===== src/rtl/cpu_pkg.sv =====
// Shared CPU definitions: op2 select encoding, opcode/funct values and
// issue-controller state type.
package cpu_pkg;

  typedef enum logic [1:0] {
    SRC_RT   = 2'b00,
    SRC_SA   = 2'b01,
    SRC_SIMM = 2'b10,
    SRC_ZIMM = 2'b11
  } alusrc_t;

  typedef enum logic [0:0] {
    RUN   = 1'b0,
    STALL = 1'b1
  } issue_state_t;

  localparam logic [5:0] OP_RTYPE = 6'h00;
  localparam logic [5:0] OP_BEQ   = 6'h04;
  localparam logic [5:0] OP_BNE   = 6'h05;
  localparam logic [5:0] OP_ADDI  = 6'h08;
  localparam logic [5:0] OP_ADDIU = 6'h09;
  localparam logic [5:0] OP_SLTI  = 6'h0A;
  localparam logic [5:0] OP_SLTIU = 6'h0B;
  localparam logic [5:0] OP_ANDI  = 6'h0C;
  localparam logic [5:0] OP_ORI   = 6'h0D;
  localparam logic [5:0] OP_XORI  = 6'h0E;
  localparam logic [5:0] OP_LUI   = 6'h0F;
  localparam logic [5:0] OP_LB    = 6'h20;
  localparam logic [5:0] OP_LW    = 6'h23;
  localparam logic [5:0] OP_LHU   = 6'h25;
  localparam logic [5:0] OP_SB    = 6'h28;
  localparam logic [5:0] OP_SW    = 6'h2B;

  localparam logic [5:0] FN_SLL = 6'h00;
  localparam logic [5:0] FN_SRL = 6'h02;
  localparam logic [5:0] FN_SRA = 6'h03;
  localparam logic [5:0] FN_ADD = 6'h20;

endpackage


===== src/rtl/op2_fwd_unit.sv =====
// Combinational rt forwarding mux (EX over MEM over register file) and
// load-use hazard detection for the op2 path.
module op2_fwd_unit
  import cpu_pkg::*;
(
  input  logic        id_valid,
  input  logic        uses_rt,
  input  logic [4:0]  id_rt,
  input  logic [31:0] id_rt_data,
  input  logic        ex_wr_en,
  input  logic [4:0]  ex_wr_reg,
  input  logic [31:0] ex_wr_data,
  input  logic        ex_is_load,
  input  logic        mem_wr_en,
  input  logic [4:0]  mem_wr_reg,
  input  logic [31:0] mem_wr_data,
  output logic [31:0] fwd_data,
  output logic        hazard
);

  logic rt_nz;
  logic ex_hit;
  logic mem_hit;

  assign rt_nz   = (id_rt != 5'd0);
  assign ex_hit  = rt_nz && ex_wr_en && (ex_wr_reg == id_rt);
  assign mem_hit = rt_nz && mem_wr_en && (mem_wr_reg == id_rt);

  // A load in EX has no data yet, so it must not shadow an older MEM result.
  always_comb begin
    fwd_data = id_rt_data;
    if (ex_hit && !ex_is_load) begin
      fwd_data = ex_wr_data;
    end else if (mem_hit) begin
      fwd_data = mem_wr_data;
    end
  end

  assign hazard = id_valid && uses_rt && ex_hit && ex_is_load;

endmodule


===== src/rtl/op2_issue_ctrl.sv =====
// Execute-stage op2 issue controller: decodes the op2 select, forwards rt,
// inserts load-use bubbles and registers the operand bundle under valid/ready.
module op2_issue_ctrl
  import cpu_pkg::*;
#(
  parameter int STALL_CNT_W = 32
) (
  input  logic                   clk,
  input  logic                   rst,
  input  logic                   id_valid,
  output logic                   id_ready,
  input  logic [5:0]             id_opcode,
  input  logic [5:0]             id_funct,
  input  logic [4:0]             id_rt,
  input  logic [31:0]            id_rt_data,
  input  logic [4:0]             id_sa,
  input  logic [15:0]            id_imm,
  input  logic                   ex_wr_en,
  input  logic [4:0]             ex_wr_reg,
  input  logic [31:0]            ex_wr_data,
  input  logic                   ex_is_load,
  input  logic                   mem_wr_en,
  input  logic [4:0]             mem_wr_reg,
  input  logic [31:0]            mem_wr_data,
  output logic                   out_valid,
  input  logic                   out_ready,
  output logic [1:0]             ALUSrcs,
  output logic [31:0]            op2_sub,
  output logic [4:0]             sa,
  output logic [15:0]            immediate,
  output logic [STALL_CNT_W-1:0] stall_cnt
);

  localparam logic [STALL_CNT_W-1:0] CNT_ONE = {{(STALL_CNT_W-1){1'b0}}, 1'b1};

  alusrc_t      dec_src_p0;
  logic         uses_rt_p0;
  logic [31:0]  fwd_data_p0;
  logic         hazard_p0;
  issue_state_t state;
  logic         adv;
  logic         xfer;

  function automatic alusrc_t decode_src(input logic [5:0] opcode,
                                         input logic [5:0] funct);
    alusrc_t src;
    src = SRC_RT;
    if (opcode == OP_RTYPE) begin
      if (funct == FN_SLL || funct == FN_SRL || funct == FN_SRA) begin
        src = SRC_SA;
      end
    end else if (opcode inside {[OP_ADDI:OP_SLTIU], [OP_LB:OP_LHU], [OP_SB:OP_SW]}) begin
      src = SRC_SIMM;
    end else if (opcode inside {[OP_ANDI:OP_LUI]}) begin
      src = SRC_ZIMM;
    end
    return src;
  endfunction

  function automatic logic [STALL_CNT_W-1:0] sat_inc(input logic [STALL_CNT_W-1:0] v);
    return (v == '1) ? v : v + CNT_ONE;
  endfunction

  // ---- stage p0: decode, forward, hazard (combinational on ID inputs)
  assign dec_src_p0 = decode_src(id_opcode, id_funct);
  assign uses_rt_p0 = (dec_src_p0 == SRC_RT) && (id_rt != 5'd0);

  op2_fwd_unit u_fwd (
    .id_valid    (id_valid),
    .uses_rt     (uses_rt_p0),
    .id_rt       (id_rt),
    .id_rt_data  (id_rt_data),
    .ex_wr_en    (ex_wr_en),
    .ex_wr_reg   (ex_wr_reg),
    .ex_wr_data  (ex_wr_data),
    .ex_is_load  (ex_is_load),
    .mem_wr_en   (mem_wr_en),
    .mem_wr_reg  (mem_wr_reg),
    .mem_wr_data (mem_wr_data),
    .fwd_data    (fwd_data_p0),
    .hazard      (hazard_p0)
  );

  assign adv      = !out_valid || out_ready;
  assign id_ready = adv && (state == RUN) && !hazard_p0;
  assign xfer     = id_valid && id_ready;

  // ---- stage p1: ID/EX operand bundle and issue FSM
  always_ff @(posedge clk or posedge rst) begin
    if (rst) begin
      out_valid <= 1'b0;
      ALUSrcs   <= 2'b00;
      op2_sub   <= 32'd0;
      sa        <= 5'd0;
      immediate <= 16'd0;
      stall_cnt <= '0;
      state     <= RUN;
    end else if (adv) begin
      out_valid <= xfer;
      if (xfer) begin
        ALUSrcs   <= dec_src_p0;
        op2_sub   <= fwd_data_p0;
        sa        <= id_sa;
        immediate <= id_imm;
      end
      // STALL always releases after one advancing cycle; the instruction is
      // then re-evaluated in RUN against the updated EX/MEM state.
      if (state == STALL) begin
        state <= RUN;
      end else if (hazard_p0) begin
        state     <= STALL;
        stall_cnt <= sat_inc(stall_cnt);
      end
    end
  end

endmodule


===== config.mk =====
export PLATFORM = sky130hd
export DESIGN_NAME = op2_issue_ctrl
export DESIGN_NICKNAME = d
export VERILOG_FILES = /design/src/rtl/cpu_pkg.sv /design/src/rtl/op2_fwd_unit.sv /design/src/rtl/op2_issue_ctrl.sv
export SDC_FILE = /design/constraint.sdc
export NUM_CORES = 1
export LEC_CHECK = 0
export ABC_AREA = 1
export BUFFER_PORTS_ARGS = -buffer_cell sky130_fd_sc_hd__buf_2
export CORE_ASPECT_RATIO = 1.2
export CORE_UTILIZATION = 48
export DETAILED_ROUTE_END_ITERATION = 6
export PLACE_DENSITY = 0.78
export SLEW_MARGIN = 5
export SYNTH_ARGS = -nofsm -noshare
export SYNTH_HDL_FRONTEND = slang
export SYNTH_SLANG_ARGS = --single-unit

===== constraint.sdc =====
create_clock -name clk -period 5.6 [get_ports clk]
set_clock_uncertainty 0.1 [all_clocks]
set_input_delay 0.56 -clock clk [delete_from_list [all_inputs] [get_ports clk]]
set_output_delay 0.56 -clock clk [all_outputs]
set_load 0.05 [all_outputs]

Word level (Yosys, flattened, before mapping)

Cells that the tools add are included.

Memory bits (read-only): 0
Word-level logic and storage cells: 60
Output and inout port bits: 89
Memories: 0
Latch bits: 0
RAM bits: 0
Register bits after elaboration: 89
Input port bits: 151

Shifts and indexed selects: 0
Div/mod/pow operators: 0
Add/sub/neg operators: 1
Equal/unequal tests: 5
Bitwise gates (word level): 2
$mul: 0
Multiplexer cells: 8
Magnitude comparators: 8
Reduce and logical (&&, ||, !) cells: 29

Operators with widths:

| operator                                                           | count |
|---|---|
| 2-to-1 mux 32 bit                                                  | 2 |
| adder 32 x 1 -> 32 bit (second input constant)                     | 1 |
| == test 32 bit (second input constant)                             | 1 |
| logical AND 1 bit                                                  | 16 |
| == test 6 x 2 -> 1 bit (second input constant)                     | 2 |
| greater-or-equal comparator 6 x 4 -> 1 bit (second input constant) | 2 |
| greater-or-equal comparator 6 bit (second input constant)          | 2 |
| less-or-equal comparator 6 x 4 -> 1 bit (second input constant)    | 2 |
| less-or-equal comparator 6 bit (second input constant)             | 2 |
| zero test 6 bit                                                    | 2 |
| == test 5 bit                                                      | 2 |
| 2-to-1 mux 2 bit                                                   | 3 |
| nonzero test 5 bit                                                 | 1 |
| AND reduction 4 bit                                                | 1 |
| zero test 1 bit                                                    | 3 |
| logical OR 1 bit                                                   | 3 |
| 2-to-1 mux 1 bit                                                   | 3 |
| nonzero test 3 bit                                                 | 1 |
| zero test 2 bit                                                    | 1 |
| NOT 1 bit                                                          | 2 |
| AND reduction 2 bit                                                | 1 |

Logic depth before layout (Yosys ltp)

Gate-level depths: netlist of run 1.

Depth in word-level cells: 14
Mapped depth: 14
Gate-level depth less buffers: 13

Hierarchy

From an unflattened synthesis of run 1, not the netlist that was laid out.

Cells, all modules: 921
Area, all modules: 5756.8 um^2

By module, submodules not included:

| module         | sequential area each (um^2) | cells an instance | times used | area each (um^2) |
|---|---|---|---|---|
| op2_issue_ctrl | 2227.1                      | 618               | 1          | 4395.5 |
| op2_fwd_unit   | 0.0                         | 303               | 1          | 1361.3 |

Worst setup path after synthesis of run 1

OpenSTA, ideal clock, no wires.

Path type: register -> register
Start: register stall_cnt[0]
End: register stall_cnt[0]
Period minus slack after synthesis: 2.262 ns
Setup slack: 3.338 ns
Arrival time: 2.017 ns
Path buffers: 1
Setup time: 0.145 ns
Required time: 5.355 ns
Stages on the path, launching flop included: 11
Path through: dfrtp_1 -> ha_1 -> nand2_1 -> nor2_4 -> nand4_2 -> nor2_2 -> nand2_1 -> nor2_4 -> nor2_8 -> buf_6 -> xor2_1

Word-level cells in the longest chain between the ends: 3
Elaborated cells on any way between the ends: 4
Those cells by class: 1 x add/sub; 1 x eq/ne; 1 x bitwise; 1 x reduce/logical

RTL lines:

| item                                                                           | line                  | source |
|---|---|---|
| start, declared                                                                | op2_issue_ctrl.sv:31  | `output logic [STALL_CNT_W-1:0] stall_cnt` |
| start signal, assigned                                                         | op2_issue_ctrl.sv:112 | `stall_cnt <= sat_inc(stall_cnt);` |
| parallel branches: the longest is 3 deep, another holds adder 32 x 1 -> 32 bit | n/a                   |  |

Several ways; the timed one is not identified.
A chain may end at the register's enable or synchronous reset.

Worst setup path in the final report of run 1

Start: input id_rt[2]
End: register immediate[10]

Word-level cells in the longest chain between the ends: 9
Elaborated cells on any way between the ends: 12
Those cells by class: 1 x eq/ne; 11 x reduce/logical

RTL lines:

| item                                 | line                                     | source |
|---|---|---|
| start, declared                      | op2_issue_ctrl.sv:14                     | `input logic [4:0] id_rt,` |
| nonzero test 5 bit                   | op2_fwd_unit.sv:25, op2_issue_ctrl.sv:66 |  |
| logical AND 1 bit (on tied branches) | op2_issue_ctrl.sv:66, op2_fwd_unit.sv:26 |  |
| logical AND 1 bit (on tied branches) | op2_fwd_unit.sv:39, op2_fwd_unit.sv:26   |  |
| logical AND 1 bit * (2 in a row)     | op2_fwd_unit.sv:39                       | `assign hazard = id_valid && uses_rt && ex_hit && ex_is_load;` |
| zero test 1 bit *                    | op2_issue_ctrl.sv:85                     | `assign id_ready = adv && (state == RUN) && !hazard_p0;` |
| logical AND 1 bit *                  | op2_issue_ctrl.sv:85                     |  |
| logical AND 1 bit *                  | op2_issue_ctrl.sv:86                     | `assign xfer = id_valid && id_ready;` |
| AND reduction 2 bit (no line) *      | n/a                                      |  |
| end signal, assigned                 | op2_issue_ctrl.sv:104                    | `immediate <= id_imm;` |
| end, declared                        | op2_issue_ctrl.sv:30                     | `output logic [15:0] immediate,` |

Mark *: on every way between the ends. The rest lies on a longest branch, timed or not.

==> results.json, run 1 <==
{
  "outcome": "finished, final reports clean",
  "ctsResizeCount": 0,
  "grt_pass1_vias": 4807,
  "yosys.cell_types.count": 34,
  "worstPathArrival_ns": 2.89,
  "avgRoutedWirePerCell_microns": 12.5,
  "vias_per_cell": 4.84,
  "crit_path_start_kind": "primary input",
  "dp_hpwl_microns": 10700,
  "grt_pass1_wl_microns": 22200,
  "power.share.clock_pct": 35.1,
  "intPower_w": 0.00125,
  "layout.nets": 1141,
  "worst-path-max-fanout": 58,
  "yosysWarnings": 0,
  "antenna_left": 0,
  "finalCritPeriodShare_pct": 48.4,
  "fillers": 1011,
  "synth_fp_nets": 917,
  "ys_ff_latch": 89,
  "synth-seq-area-share_pct": 42.8,
  "final_util_pct": 64.1,
  "clkSlewWorstSetupHoldPaths_ns": 0.06,
  "crit_type": "primary input to register",
  "routed_wl_microns": 14100,
  "clock-sinks": 89,
  "max_cap_violations": 0,
  "p_switching_w": 0.000651,
  "p_comb_share_pct": 26.0,
  "grt_usage_pct": 25.0,
  "dp_slack_ns": 2.55,
  "syn_avg_cell_area_sq_um": 6.81,
  "hold_viol": 0,
  "peakVddDrop_mv": 0.153,
  "holdCritPathClass": "primary input to async pin",
  "swShare_pct": 34.3,
  "fp-row-count": 41,
  "worst_pin_slew_ns": 0.897,
  "grt_setup_unrepaired": "false",
  "syn_inst": 765,
  "grt-ovfl-total": 0,
  "htree_num_levels": 3,
  "drive_gt1_share_pct": 28.2,
  "antenna_found_initial": 0,
  "fmax_mhz": 369,
  "synth_area_sq_um": 5210,
  "grt_start_max_net_pins": 65,
  "antenna_cells": 0,
  "ctsLongestPathBuffers": 2,
  "hold_buffers": 0,
  "slew_headroom_pct": 40.1,
  "layout_setup_ws_ns": 2.89,
  "vias": 5430,
  "tns_ns": 0,
  "initial_utilization_pct": 49.5,
  "seq_area_sq_um": 2230,
  "final_max_slew_viol_count": 0,
  "final_cells": 1123,
  "post-place-cells": 1107,
  "gp_congestion": 0.823,
  "power_leakage_nw": 3.95,
  "core_area_sq_um": 10500,
  "clock_latency_ns": 0.34,
  "seqPwrFrac_pct": 39.0,
  "whs_ns": 0.206,
  "setup_viol": 0,
  "cts_tree": "done",
  "multi_input_area_sq_um": 2480,
  "area_delta_synth_final_pct": 29.3,
  "drc": 0,
  "drt_iter0_drc": 206,
  "finalCriticalPeriod_ns": 2.71,
  "cp.required_ns": 5.77,
  "dr.pass1.iters": 5,
  "die_x_microns": 97.1,
  "die_area_sq_um": 11300,
  "post_cts.repair.setup_buffers": 0,
  "die_y_microns": 116,
  "num_io_pins": 240,
  "portBuffers": 239,
  "cts_buffers": 9,
  "root_buffer": "clkbuf_16",
  "powerDensity_nw_per_um2": 282,
  "worstSetupEndpointType": "register"
}
sequential cells by signal (all words and copies together), names as in the netlist:
signal / cells
immediate: 16
ALUSrcs: 2
state: 1
sa: 5
op2_sub: 32
out_valid: 1
stall_cnt: 32
final timing paths:
check / from / cells after the start / slack [ns] / to
worst max-delay path: id_rt[2] / 13 / 2.89 / immediate[10]$_DFFE_PP0P_
worst min-delay path: rst / 2 / 0.21 / stall_cnt[29]$_DFFE_PP0P_
worst max register to register: out_valid$_DFFE_PP0N_ / 6 / 3.08 / immediate[10]$_DFFE_PP0P_
worst min register to register: sa[2]$_DFFE_PP0P_ / 2 / 0.37 / sa[2]$_DFFE_PP0P_
max in group asynchronous: rst / 3 / 4.13 / immediate[14]$_DFFE_PP0P_
min in group clk: id_imm[7] / 3 / 0.31 / immediate[7]$_DFFE_PP0P_
stage by stage:
| step | power (W) | cell area (sq um) |
|---|---|---|
| floorplan | 0.00109 | 5210 |
| global placement | 0.00124 | 6400 |
| detailed placement | 0.00124 | 6400 |
| CTS | 0.00191 | 6740 |
| global route | 0.00198 | 6740 |
| finish | 0.00190 | 6740 |
power by group through the flow:
stage | Sequential, W | Combinational (W) | Clock [W]
2_1_floorplan | 0.000962 | 0.000126 | 0
3_3_place_gp | 0.000748 | 0.000490 | 0
3_5_place_dp | 0.000749 | 0.000496 | 0
4_1_cts | 0.000739 | 0.000497 | 0.000676
5_1_grt | 0.000745 | 0.000528 | 0.000705
6_report | 0.000739 | 0.000493 | 0.000665
layer usage:
metal  wire length [microns]  part of all wire, %  vias to the layer above  track usage [%]
met4                     429                  3.0                        0             12.0
met2                    7370                   52                      185             45.9
li1                        -                    -                     2805                -
met1                    5580                   40                     2410             28.6
met3                     708                  5.0                       30             3.89
met5                       0                    0                        -                0
cell usage after synthesis:
cell | n | area share (%)
a21oi_1 | 2 | 0.19
and2_4 | 1 | 0.17
buf_2 | 14 | 1.3
buf_4 | 2 | 0.29
buf_6 | 7 | 1.5
clkbuf_1 | 3 | 0.22
clkbuf_2 | 2 | 0.19
dfrtp_1 | 89 | 43
ha_1 | 1 | 0.24
inv_1 | 82 | 5.9
inv_2 | 5 | 0.36
nand2_1 | 372 | 27
nand2_2 | 1 | 0.12
nand2_4 | 1 | 0.22
nand3_1 | 29 | 2.8
nand3_2 | 1 | 0.19
nand3b_1 | 13 | 1.9
nand4_1 | 10 | 1.2
nand4_2 | 2 | 0.48
nor2_1 | 31 | 2.2
nor2_2 | 5 | 0.60
nor2_4 | 2 | 0.43
nor2_8 | 1 | 0.38
nor3_1 | 8 | 0.77
nor3_2 | 1 | 0.19
nor3_4 | 1 | 0.31
nor4_1 | 2 | 0.24
nor4_2 | 1 | 0.24
o21a_1 | 1 | 0.14
o21ai_0 | 52 | 5.0
o21ai_1 | 17 | 1.6
or2_0 | 1 | 0.12
xnor2_1 | 4 | 0.67
xor2_1 | 1 | 0.17
logic make-up after synthesis:
| group | synth area share [%] |
|---|---|
| XOR/XNOR | 0.841 |
| AND/OR/NAND/NOR | 39.4 |
| AO/OA/AOI/OAI | 6.97 |
| adder cells (fa/ha/maj) | 0.240 |
| buffers and inverters | 9.82 |
| flip-flops | 42.8 |
critical path, stage by stage:
cell     delay, ns
buf_2         0.12
inv_1         0.07
nand3_1       0.10
nor2_1        0.13
nor2_1        0.06
nand2_1       0.16
nor2_2        0.07
nand2_1       0.06
and2_4        0.15
nand2_4       0.33
inv_2         0.82
nand2_1       0.13
nand2_1       0.10
area by class of cell:
type                            count  area share, %
Timing Repair Buffer              241           18.0
Multi-Input combinational cell    561           36.8
Sequential cell                    89           33.1
Inverter                           87           4.87
Tap cell                          129           2.40
Clock inverter                      4           1.11
Clock buffer                       12           3.81
layout by cell type, fill, tap and decap left out:
cell type	count
nand2_1	371
nand4_1	10
nand3_2	1
xnor2_1	4
nor4_1	2
nor3_1	8
nor2_1	31
clkbuf_16	9
o21ai_1	17
nor2_8	1
nor3_4	1
nor2_2	4
nor4_2	1
inv_2	5
a21oi_1	2
ha_1	1
clkinv_2	1
xor2_1	1
nand3b_1	13
o21ai_0	52
clkinvlp_4	2
nand2_4	1
and2_4	1
nor3_2	1
nand3_1	29
buf_4	2
clkbuf_8	2
nand4_2	2
buf_2	239
o21a_1	1
or2_0	1
dfrtp_1	89
clkbuf_1	1
bufinv_16	2
nor2_4	3
inv_1	81
nand2_2	2
(Power assumes the default switching activity.)
==> inputs of run 2 (changes only) <==
Settings changed: ABC_AREA 1 to 0, CORE_UTILIZATION 48 to 46, PLACE_DENSITY 0.78 to 0.77.
Clock period 5.6 ns to 2.74 ns, I/O delays scaled along.
==> run 2 against run 1 <==
Effect of this change:
- power rose by 97%
- final area is 6.8% lower
- global-route usage up 0.99 points
- final cell count decreased by 28%
- synthesized area decreased by 11%
- clock power increased by 68%
- routed wire length decreased by 5.9%
- non-clock buffer count grew 9
- first-iteration DRC count shrank 14%
- largest cell class unchanged
- largest power group unchanged
==> results.json, run 2 <==
{
  "outcome": "finished, final reports clean",
  "finalCritPeriodShare_pct": 91.8,
  "antenna_left": 0,
  "worstSetupEndpointType": "register",
  "yosysMostFrequentCell": "dfrtp_1",
  "syn_inst": 438,
  "post_cts.repair.setup_buffers": 0,
  "slew_headroom_pct": 54.7,
  "crit_path_start_kind": "register",
  "synth-seq-area-share_pct": 48.3,
  "peakVddDrop_mv": 0.298,
  "gp_congestion": 0.865,
  "clkSlewWorstSetupHoldPaths_ns": 0.06,
  "finalPower_w": 0.00373,
  "largest_registers": "op2_sub x32, stall_cnt x32, immediate x16",
  "drc": 0,
  "drive_gt1_share_pct": 41.0,
  "yosysWarnings": 0,
  "fp-row-count": 39,
  "hold_viol": 0,
  "fmax_mhz": 398,
  "yosys-top-cells-count": "dfrtp_1 (89), a21oi_1 (61), mux2_1 (54)",
  "num_io_pins": 240,
  "die_x_microns": 93.4,
  "cts_buffers": 9,
  "max_cap_violations": 0,
  "powerDensity_nw_per_um2": 595,
  "dr.pass1.iters": 5,
  "power_leakage_nw": 3.17,
  "core_area_sq_um": 9610,
  "grt_pass1_wl_microns": 20700,
  "grt_pass1_vias": 4243,
  "setup_viol": 0,
  "final_common_cell": "buf_2",
  "worstPathArrival_ns": 2.67,
  "vias": 4239,
  "synth_fp_nets": 590,
  "grt-ovfl-total": 0,
  "mostFrequentLayoutCells": "buf_2 (239), dfrtp_1 (89), a21oi_1 (61), mux2_1 (54), nand2_1 (52)",
  "portBuffers": 239,
  "drt_iter0_drc": 177,
  "yosys.cell_types.count": 47,
  "cts_tree": "done",
  "ctsLongestPathBuffers": 2,
  "ys_async_sr_fraction_pct": 100,
  "initial_utilization_pct": 48.0,
  "layout.nets": 833,
  "ys_ff_latch": 89,
  "htree_num_levels": 3,
  "die_area_sq_um": 10400,
  "grt_setup_unrepaired": "false",
  "vias_per_cell": 5.25,
  "syn_avg_cell_area_sq_um": 10.5,
  "die_y_microns": 112,
  "antenna_found_initial": 5,
  "synth_area_leaders": "dfrtp_1 (48%), mux2_1 (13%), a21oi_1 (6.6%)",
  "final_util_pct": 65.3,
  "synthFlopType": "dfrtp_1",
  "grt_start_max_net_pins": 54,
  "area_delta_synth_final_pct": 36.0,
  "finalCriticalPeriod_ns": 2.51,
  "dp_hpwl_microns": 10300,
  "clock-sinks": 89,
  "yosys.area.top_type_share_pct": 48.3,
  "holdCritPathClass": "primary input to register",
  "hold_buffers": 1,
  "avgRoutedWirePerCell_microns": 16.4,
  "tns_ns": 0,
  "ctsResizeCount": 0,
  "routed_wl_microns": 13300,
  "final_max_slew_viol_count": 0,
  "crit_type": "register to register",
  "synth_edf_count": 0,
  "root_buffer": "clkbuf_16",
  "worst_pin_slew_ns": 0.676,
  "clock_latency_ns": 0.33,
  "yosysTopAreaCell": "dfrtp_1",
  "grt_usage_pct": 26.0,
  "synth_area_sq_um": 4620,
  "cp.required_ns": 2.90,
  "worst-path-max-fanout": 7
}
run 2: cell count changes after synthesis, sizes merged, moves of 18 or more:
cell	before	now
a21oi	2	61
inv	87	6
buf	23	5
nand2	374	53
mux2	0	55
xnor2	4	28
o21ai	69	0
run 2: worst paths after layout:
check	start	to	slack [ns]	cells after the start
worst max-delay path	stall_cnt[9]$_DFFE_PP0P_	stall_cnt[31]$_DFFE_PP0P_	0.23	6
worst min-delay path	id_sa[4]	sa[4]$_DFFE_PP0P_	0.05	2
worst max register to register	stall_cnt[9]$_DFFE_PP0P_	stall_cnt[31]$_DFFE_PP0P_	0.23	6
worst min register to register	op2_sub[31]$_DFFE_PP0P_	op2_sub[31]$_DFFE_PP0P_	0.38	1
max in group asynchronous	rst	stall_cnt[18]$_DFFE_PP0P_	1.36	4
min in group asynchronous	rst	sa[0]$_DFFE_PP0P_	0.48	3
run 2: area by class of cell:
class | instances | area (sq um)
Antenna cell | 2 | 5.00
Clock buffer | 13 | 270
Fill cell | 813 | 3340
Inverter | 6 | 23.8
Multi-Input combinational cell | 325 | 2270
Sequential cell | 89 | 2230
Tap cell | 123 | 154
Timing Repair Buffer | 250 | 1330
run 2: cell families (layout without fill, tap and decap cells):
group | count (synthesis) | count (layout) | share of synthesized area, %
fa+ha+maj | 1 | 1 | 0.271
mux | 56 | 56 | 13.6
buf+inv | 24 | 269 | 2.76
other cells | 0 | 2 | 0
compound gates | 72 | 72 | 9.00
flops | 89 | 89 | 48.3
simple gates | 156 | 156 | 18.5
xor+xnor | 40 | 40 | 7.59
run 2: report_power, final:
group,internal (W),switching (W)
logic,0.000307,0.000773
registers,0.00146,0.0000731
clock network,0.000673,0.000451
total,0.00244,0.00130
run 2: critical path: stages (launching register included):
cell and delay [ns]:
dfrtp_1 0.44, nand4_2 0.15, or3_4 0.42, or4_4 0.55, nor4_4 0.32, nor4b_4 0.28, xor2_1 0.17
run 2: through the flow:
stage,cells,cell area (sq um),hold slack [ns],setup WS [ns]
after global placement,792,5990,0.263,0.251
after floorplan,438,4620,0.293,0.0591
after CTS,806,6270,0.0468,0.219
after global routing,806,6270,0.0559,0.116
after detailed placement,792,5990,0.284,0.139
final,808,6280,0.0507,0.226
run 2: metal layers:
layer	global-route usage, %	vias to the layer above	wire length, microns	part of all wire, %
met2	44.8	198	6440	49
met3	8.20	41	1280	9.7
met4	12.8	6	518	3.9
met5	0	-	46	0.35
met1	28.5	1985	4970	37
li1	-	2009	-	-
